[src/rtl/conversor_binario_bcd.sv]
// rtl/conversor_binario_bcd.sv - sequential signed 16-bit binary to sign+5-digit BCD converter
//   clk        in   1   rising-edge clock
//   reset      in   1   asynchronous reset, active low
//   producto   in  16   two's-complement value, sampled on an accepted start
//   inicio     in   1   start request, accepted only in IDLE
//   codigo_BCD out  21   {sign, 5 BCD digits}, held until the next completed conversion
//   ocupado    out  1   conversion in progress
//   listo      out  1   one-cycle pulse when a new codigo_BCD is first valid
module conversor_binario_bcd (
  input  logic        clk,
  input  logic        reset,
  input  logic [15:0] producto,
  input  logic        inicio,
  output logic [20:0] codigo_BCD,
  output logic        ocupado,
  output logic        listo
);

  typedef enum logic {IDLE, CONVERTIR} estado_t;

  estado_t     estado_q, estado_d;
  logic        signo_q, signo_d;
  logic [15:0] magnitud_q, magnitud_d;
  logic [19:0] scratch_q, scratch_d;
  logic [3:0]  cnt_q, cnt_d;
  logic [20:0] codigo_q, codigo_d;
  logic        ocupado_q, ocupado_d;
  logic        listo_q, listo_d;

  // Add-3 correction of every digit >= 5 before the shift. The
  // ten-thousands digit's top bit is shifted out, so only its low three
  // bits are kept (adding 3 mod 8 gives the same low bits).
  logic [18:0] scratch_adj;

  always_comb begin
    scratch_adj = scratch_q[18:0];
    for (int i = 0; i < 4; i++) begin
      if (scratch_q[4*i +: 4] >= 4'd5) begin
        scratch_adj[4*i +: 4] = scratch_q[4*i +: 4] + 4'd3;
      end
    end
    if (scratch_q[19:16] >= 4'd5) begin
      scratch_adj[18:16] = scratch_q[18:16] + 3'd3;
    end
  end

  always_comb begin
    estado_d   = estado_q;
    signo_d    = signo_q;
    magnitud_d = magnitud_q;
    scratch_d  = scratch_q;
    cnt_d      = cnt_q;
    codigo_d   = codigo_q;
    ocupado_d  = ocupado_q;
    listo_d    = 1'b0;

    case (estado_q)
      IDLE: begin
        if (inicio) begin
          signo_d = producto[15];
          // -32768 negates to 0x8000, which is the correct unsigned magnitude
          magnitud_d = producto[15] ? (~producto + 16'd1) : producto;
          scratch_d  = 20'd0;
          cnt_d      = 4'd0;
          ocupado_d  = 1'b1;
          estado_d   = CONVERTIR;
        end
      end

      CONVERTIR: begin
        scratch_d  = {scratch_adj, magnitud_q[15]};
        magnitud_d = {magnitud_q[14:0], 1'b0};
        cnt_d      = cnt_q + 4'd1;
        // Sixteenth bit processed: publish the finished word this edge
        if (cnt_q == 4'd15) begin
          codigo_d  = {signo_q, scratch_d};
          listo_d   = 1'b1;
          ocupado_d = 1'b0;
          estado_d  = IDLE;
        end
      end

      default: estado_d = IDLE;
    endcase
  end

  always_ff @(posedge clk or negedge reset) begin
    if (!reset) begin
      estado_q   <= IDLE;
      signo_q    <= 1'b0;
      magnitud_q <= 16'd0;
      scratch_q  <= 20'd0;
      cnt_q      <= 4'd0;
      codigo_q   <= 21'd0;
      ocupado_q  <= 1'b0;
      listo_q    <= 1'b0;
    end else begin
      estado_q   <= estado_d;
      signo_q    <= signo_d;
      magnitud_q <= magnitud_d;
      scratch_q  <= scratch_d;
      cnt_q      <= cnt_d;
      codigo_q   <= codigo_d;
      ocupado_q  <= ocupado_d;
      listo_q    <= listo_d;
    end
  end

  assign codigo_BCD = codigo_q;
  assign ocupado    = ocupado_q;
  assign listo      = listo_q;

endmodule

[config.mk]
export PLATFORM = sky130hd
export DESIGN_NAME = conversor_binario_bcd
export DESIGN_NICKNAME = d
export VERILOG_FILES = /design/src/rtl/conversor_binario_bcd.sv
export SDC_FILE = /design/constraint.sdc
export NUM_CORES = 1
export LEC_CHECK = 0
export CAP_MARGIN = 20
export CORE_MARGIN = 2
export CORE_UTILIZATION = 55
export CTS_BUF_LIST = sky130_fd_sc_hd__clkbuf_2 sky130_fd_sc_hd__clkbuf_4 sky130_fd_sc_hd__clkbuf_8
export CTS_CLUSTER_DIAMETER = 100
export DETAILED_ROUTE_END_ITERATION = 8
export PLACE_DENSITY_LB_ADDON = 0.1
export RECOVER_POWER = 100
export SLEW_MARGIN = 40
export SYNTH_ARGS = -nofsm -noshare
export SYNTH_HDL_FRONTEND = slang
export SYNTH_SLANG_ARGS = --single-unit
[constraint.sdc]
create_clock -name clk -period 3.5 [get_ports clk]
set_input_delay 0.525 -clock clk [delete_from_list [all_inputs] [get_ports clk]]
set_output_delay 0.525 -clock clk [all_outputs]
set_load 0.02 [all_outputs]
# Word-level counts from Yosys, hierarchy flattened

Index checks and enable logic that the tools add are counted.
W data, S select, Z words.

$lt $le $gt $ge: 5
Reduce and logical (&&, ||, !) cells: 3
Equality and inequality tests: 3
Muxes and demuxes: 20
Bitwise operators: 2
$add $sub $neg: 7

Operators with widths:

| kind                    | count |
|---|---|
| $pmux W20 S2            | 1 |
| $mux W16                | 2 |
| $pmux W16 S2            | 1 |
| $ge A4 B3 Y1 const B    | 5 |
| $mux W20                | 1 |
| $mux W4                 | 5 |
| $add A16 B1 Y16 const B | 1 |
| $add A4 B2 Y4 const B   | 4 |
| $not A16 Y16            | 1 |
| $pmux W4 S2             | 1 |
| $mux W1                 | 6 |
| $reduce_and A2 Y1       | 3 |
| $add A4 B1 Y4 const B   | 1 |
| $eq A4 B4 Y1 const B    | 1 |
| $pmux W1 S2             | 2 |
| $add A3 B2 Y3 const B   | 1 |
| $mux W3                 | 1 |
| $ne A2 B1 Y1 const B    | 1 |
| $ne A2 B2 Y1 const B    | 1 |
| $not A1 Y1              | 1 |

Register bits: 65

# Logic depth before layout (Yosys ltp)

Word-level depth: 5
Gate-level depth with buffers: 7

# Worst setup path before layout

Ideal clock, no wire load.

Path type: input to register
Start: input port producto[10]
End: register magnitud_q[13]
Arrival: 1727 ps
Buffers on the path: 0
Library setup time: 130 ps
Slack: 1643 ps
Stages on the path: 4
Required time: 3370 ps
Path through: or4_1 o41ai_2 xor2_1 o21ai_1

Cells in the longest elaborated chain, start to end: 5

Ends and longest elaborated chain:

| element                | line | RTL |
|---|---|---|
| start: declaration     | 12   | `input logic [15:0] producto,` |
| $not A16 Y16           | 62   | `magnitud_d = producto[15] ? (~producto + 16'd1) : producto;` |
| $add A16 B1 Y16        | 62   |  |
| $mux W16               | 62   |  |
| $mux W16               | 59   | `if (inicio) begin` |
| $pmux W16 S2           | 57   | `case (estado_q)` |
| end signal: assignment | 100  | `magnitud_q <= magnitud_d;` |
| end: declaration       | 23   | `logic [15:0] magnitud_q, magnitud_d;` |

Every way passes these cells. The select of a mux whose other input is x is not followed.
A chain may end at the register's enable or synchronous reset.

# Final worst setup path

Start: register estado_q
End: register codigo_q[12], in the netlist codigo_BCD[12]

Cells in the longest elaborated chain, start to end: 1

Ends and longest elaborated chain:

| element                     | line | RTL |
|---|---|---|
| start: declaration          | 21   | `estado_t estado_q, estado_d;` |
| start signal: assignment    | 98   | `estado_q <= estado_d;` |
| $reduce_and A2 Y1 (no line) | --   |  |
| end signal: assignment      | 103  | `codigo_q <= codigo_d;` |
| end: declaration            | 26   | `logic [20:0] codigo_q, codigo_d;` |

Every way passes these cells.

==> qor.csv <==
metric;value;unit
final instance area;0.00410;mm2
commonest non-fill, non-tap cell in the layout;dfrtp_1;
Cell variety after synth;38;
Final Cycle Share;0.714;
Reg clk slew, reported paths;0.07;ns
fmax;0.400;GHz
DRT iter0 DRCs;129;
I/O Buffers;41;
Pins Over Slew Limit;40;
failing checks;capacitance limit, slew limit;
Hold Crit Class;input port to asynchronous set/reset pin;
fraction of layout cells with a size suffix above 1;0.0775;
Final min period;2.50;ns
Crit Path Category;flop to flop;
Hold WS;0.472;ns
via total after detailed routing;2572;
CP delay by family, top;flip-flops;
CP startpoint kind;flop;
initial antenna violation count;0;
relative slew slack;-0.0119;
P&R area growth vs syn;19.1;%
clk buf depth;2;
GRT Util Overall;0.206;
VDD IR max;504;uV
RSZ-0062 raised after global routing;false;
largest net degree at the start of global routing;40;
Cell Area, Synth;0.00344;mm2
grt ovf;0;
syn_nets;376;
clk root buf;clkbuf_8;
first-pass GRT wire length;11600;um
Post-DRT Antenna Nets;0;
number of diodes;0;
post-synthesis sequential area ratio;0.473;
Power, Total;3.49;mW
CP max stage delay;1.36;ns
Synth async-reset ratio;1.00;
horizontal die dimension;83.1;um
final hold vios;0;
Post-CTS Hold Buffers;0;
Setup Viol. Count Final;0;
max cap viols;1;
CP Cell Sequence;nand4_1 > clkbuf_2 > nand2_1 > o21ai_0;
Initial Util;0.575;
CP required;3.70;ns
PwrDens;851;mW/mm2
die area;0.00691;mm2
Worst-Skew Late Latency;0.35;ns
worst-margin pin slew;1.52;ns
routability cong.;0.805;
outcome;complete, but fails checks;
critical path arrival;2.70;ns
nets;413;
Post-CTS Setup Bufs;0;
post-synthesis average cell area;9.98;um2
slowest cell on the critical path;dfrtp_1;
commonest cells after routing, fill and taps aside;dfrtp_1 (65), o21ai_0 (41), nand2_1 (35);
crit path max fanout;39;
DRC;0;
Fill cells;496;
worst path buffer plus inverter count;1;
CTS HTree Levels;3;
I/O pin count;42;
Post-synth EDFFs;0;
die height;83.1;um
number of global-route vias before repair;2557;
DRT Pass-1 Iters;4;
fin util;0.684;
prevailing post-synth register cell;dfrtp_1;
final setup TNS;0;ns
Leak;1.91;nW
CTS tree;yes;
post-detail-place hpwl;4600;um
CTS Sinks;65;
yosys warns;0;
Crit. End Element;flop;
Synth Register Bits;65;
total wire length;6650;um
TritonCTS buffer count;9;
DP Area;0.00390;mm2
routed length per instance;14.4;um
vias per std cell;5.57;
floorplan core area;0.00599;mm2
FP Rows;28;
Fin Clk Skew;0.00669;ns
Syn Inst Count;345;
post_cts resized;0;
==> routing by layer <==
metal,global-route usage,share of wire,wire [um]
met2,0.345,0.48,3200
met5,0,0,0
met4,0.0805,0.014,90
met1,0.268,0.47,3100
met3,0.0358,0.039,260
==> path summary, 6_finish.rpt <==
| path | slack, ns | cells past startpoint | end | start |
|---|---|---|---|---|
| worst max-delay path | 1.00 | 4 | codigo_BCD[12] | estado_q |
| worst min-delay path | 0.47 | 1 | scratch_q[7] | reset |
| worst max register to register | 1.00 | 4 | codigo_BCD[12] | estado_q |
| worst min register to register | 0.47 | 2 | codigo_BCD[7] | codigo_BCD[7] |
| max in group asynchronous | 1.41 | 2 | signo_q | reset |
| min in group clk | 0.47 | 2 | codigo_BCD[7] | codigo_BCD[7] |
==> Yosys cell counts (2+ instances only) <==
master / n / area (um2)
a21oi_1: 25 / 125
a22o_1: 2 / 17.5
buf_2: 2 / 10.0
clkbuf_1: 17 / 63.8
dfrtp_1: 65 / 1630
ha_1: 12 / 150
inv_1: 14 / 52.6
mux2_2: 6 / 67.6
mux2i_1: 20 / 200
nand2_1: 35 / 131
nand2b_1: 24 / 150
nand3_1: 5 / 25.0
nor2_1: 5 / 18.8
nor3b_1: 23 / 173
o211ai_1: 2 / 15.0
o21ai_0: 37 / 185
o21ai_1: 4 / 20.0
o31ai_1: 8 / 60.1
o41ai_2: 2 / 32.5
or4_1: 3 / 22.5
xnor2_1: 8 / 70.1
xor2_1: 10 / 87.6
==> final cells by class <==
type,instances,area [um2],share of cell area
sequential,65,1630,0.397
inverter,14,52.6,0.0128
clock buffer,10,131,0.0320
clock inverter,6,82.6,0.0201
tap,75,93.8,0.0229
timing repair buffer,47,439,0.107
multi-input combinational,245,1670,0.408
==> flip-flops by register name (all words and copies together), names as in the netlist <==
name	cells
scratch_q	20
cnt_q	4
magnitud_q	16
listo	1
signo_q	1
codigo_BCD	21
ocupado	1
estado_q	1
==> stage by stage <==
stage	cells	setup WS, ns
6_report	462	1.00
5_1_grt	462	0.715
3_3_place_gp	446	1.03
3_5_place_dp	446	0.990
2_1_floorplan	345	1.64
4_1_cts	462	1.36
==> cells by family (layout without fill, tap and decap cells) <==
logic type | count (synthesis) | in the layout | share of synthesized area
adder cells (fa/ha/maj) | 12 | 12 | 0.0436
AO/OA/AOI/OAI | 85 | 85 | 0.149
buffers and inverters | 35 | 77 | 0.0411
flip-flops | 65 | 65 | 0.473
multiplexers | 26 | 26 | 0.0778
AND/OR/NAND/NOR | 104 | 104 | 0.170
XOR/XNOR | 18 | 18 | 0.0458
==> worst register-to-register path, cell delays in order, from the launching register on <==
cell and delay (ns):
dfrtp_1 1.36, nand4_1 0.24, clkbuf_2 0.48, nand2_1 0.18, o21ai_0 0.09
==> report_power, final <==
group | internal (mW) | switching [mW]
clock | 0.405 | 0.297
combinational | 0.698 | 0.745
sequential | 1.07 | 0.274
No activity file was read; power rests on OpenSTA's default activity.
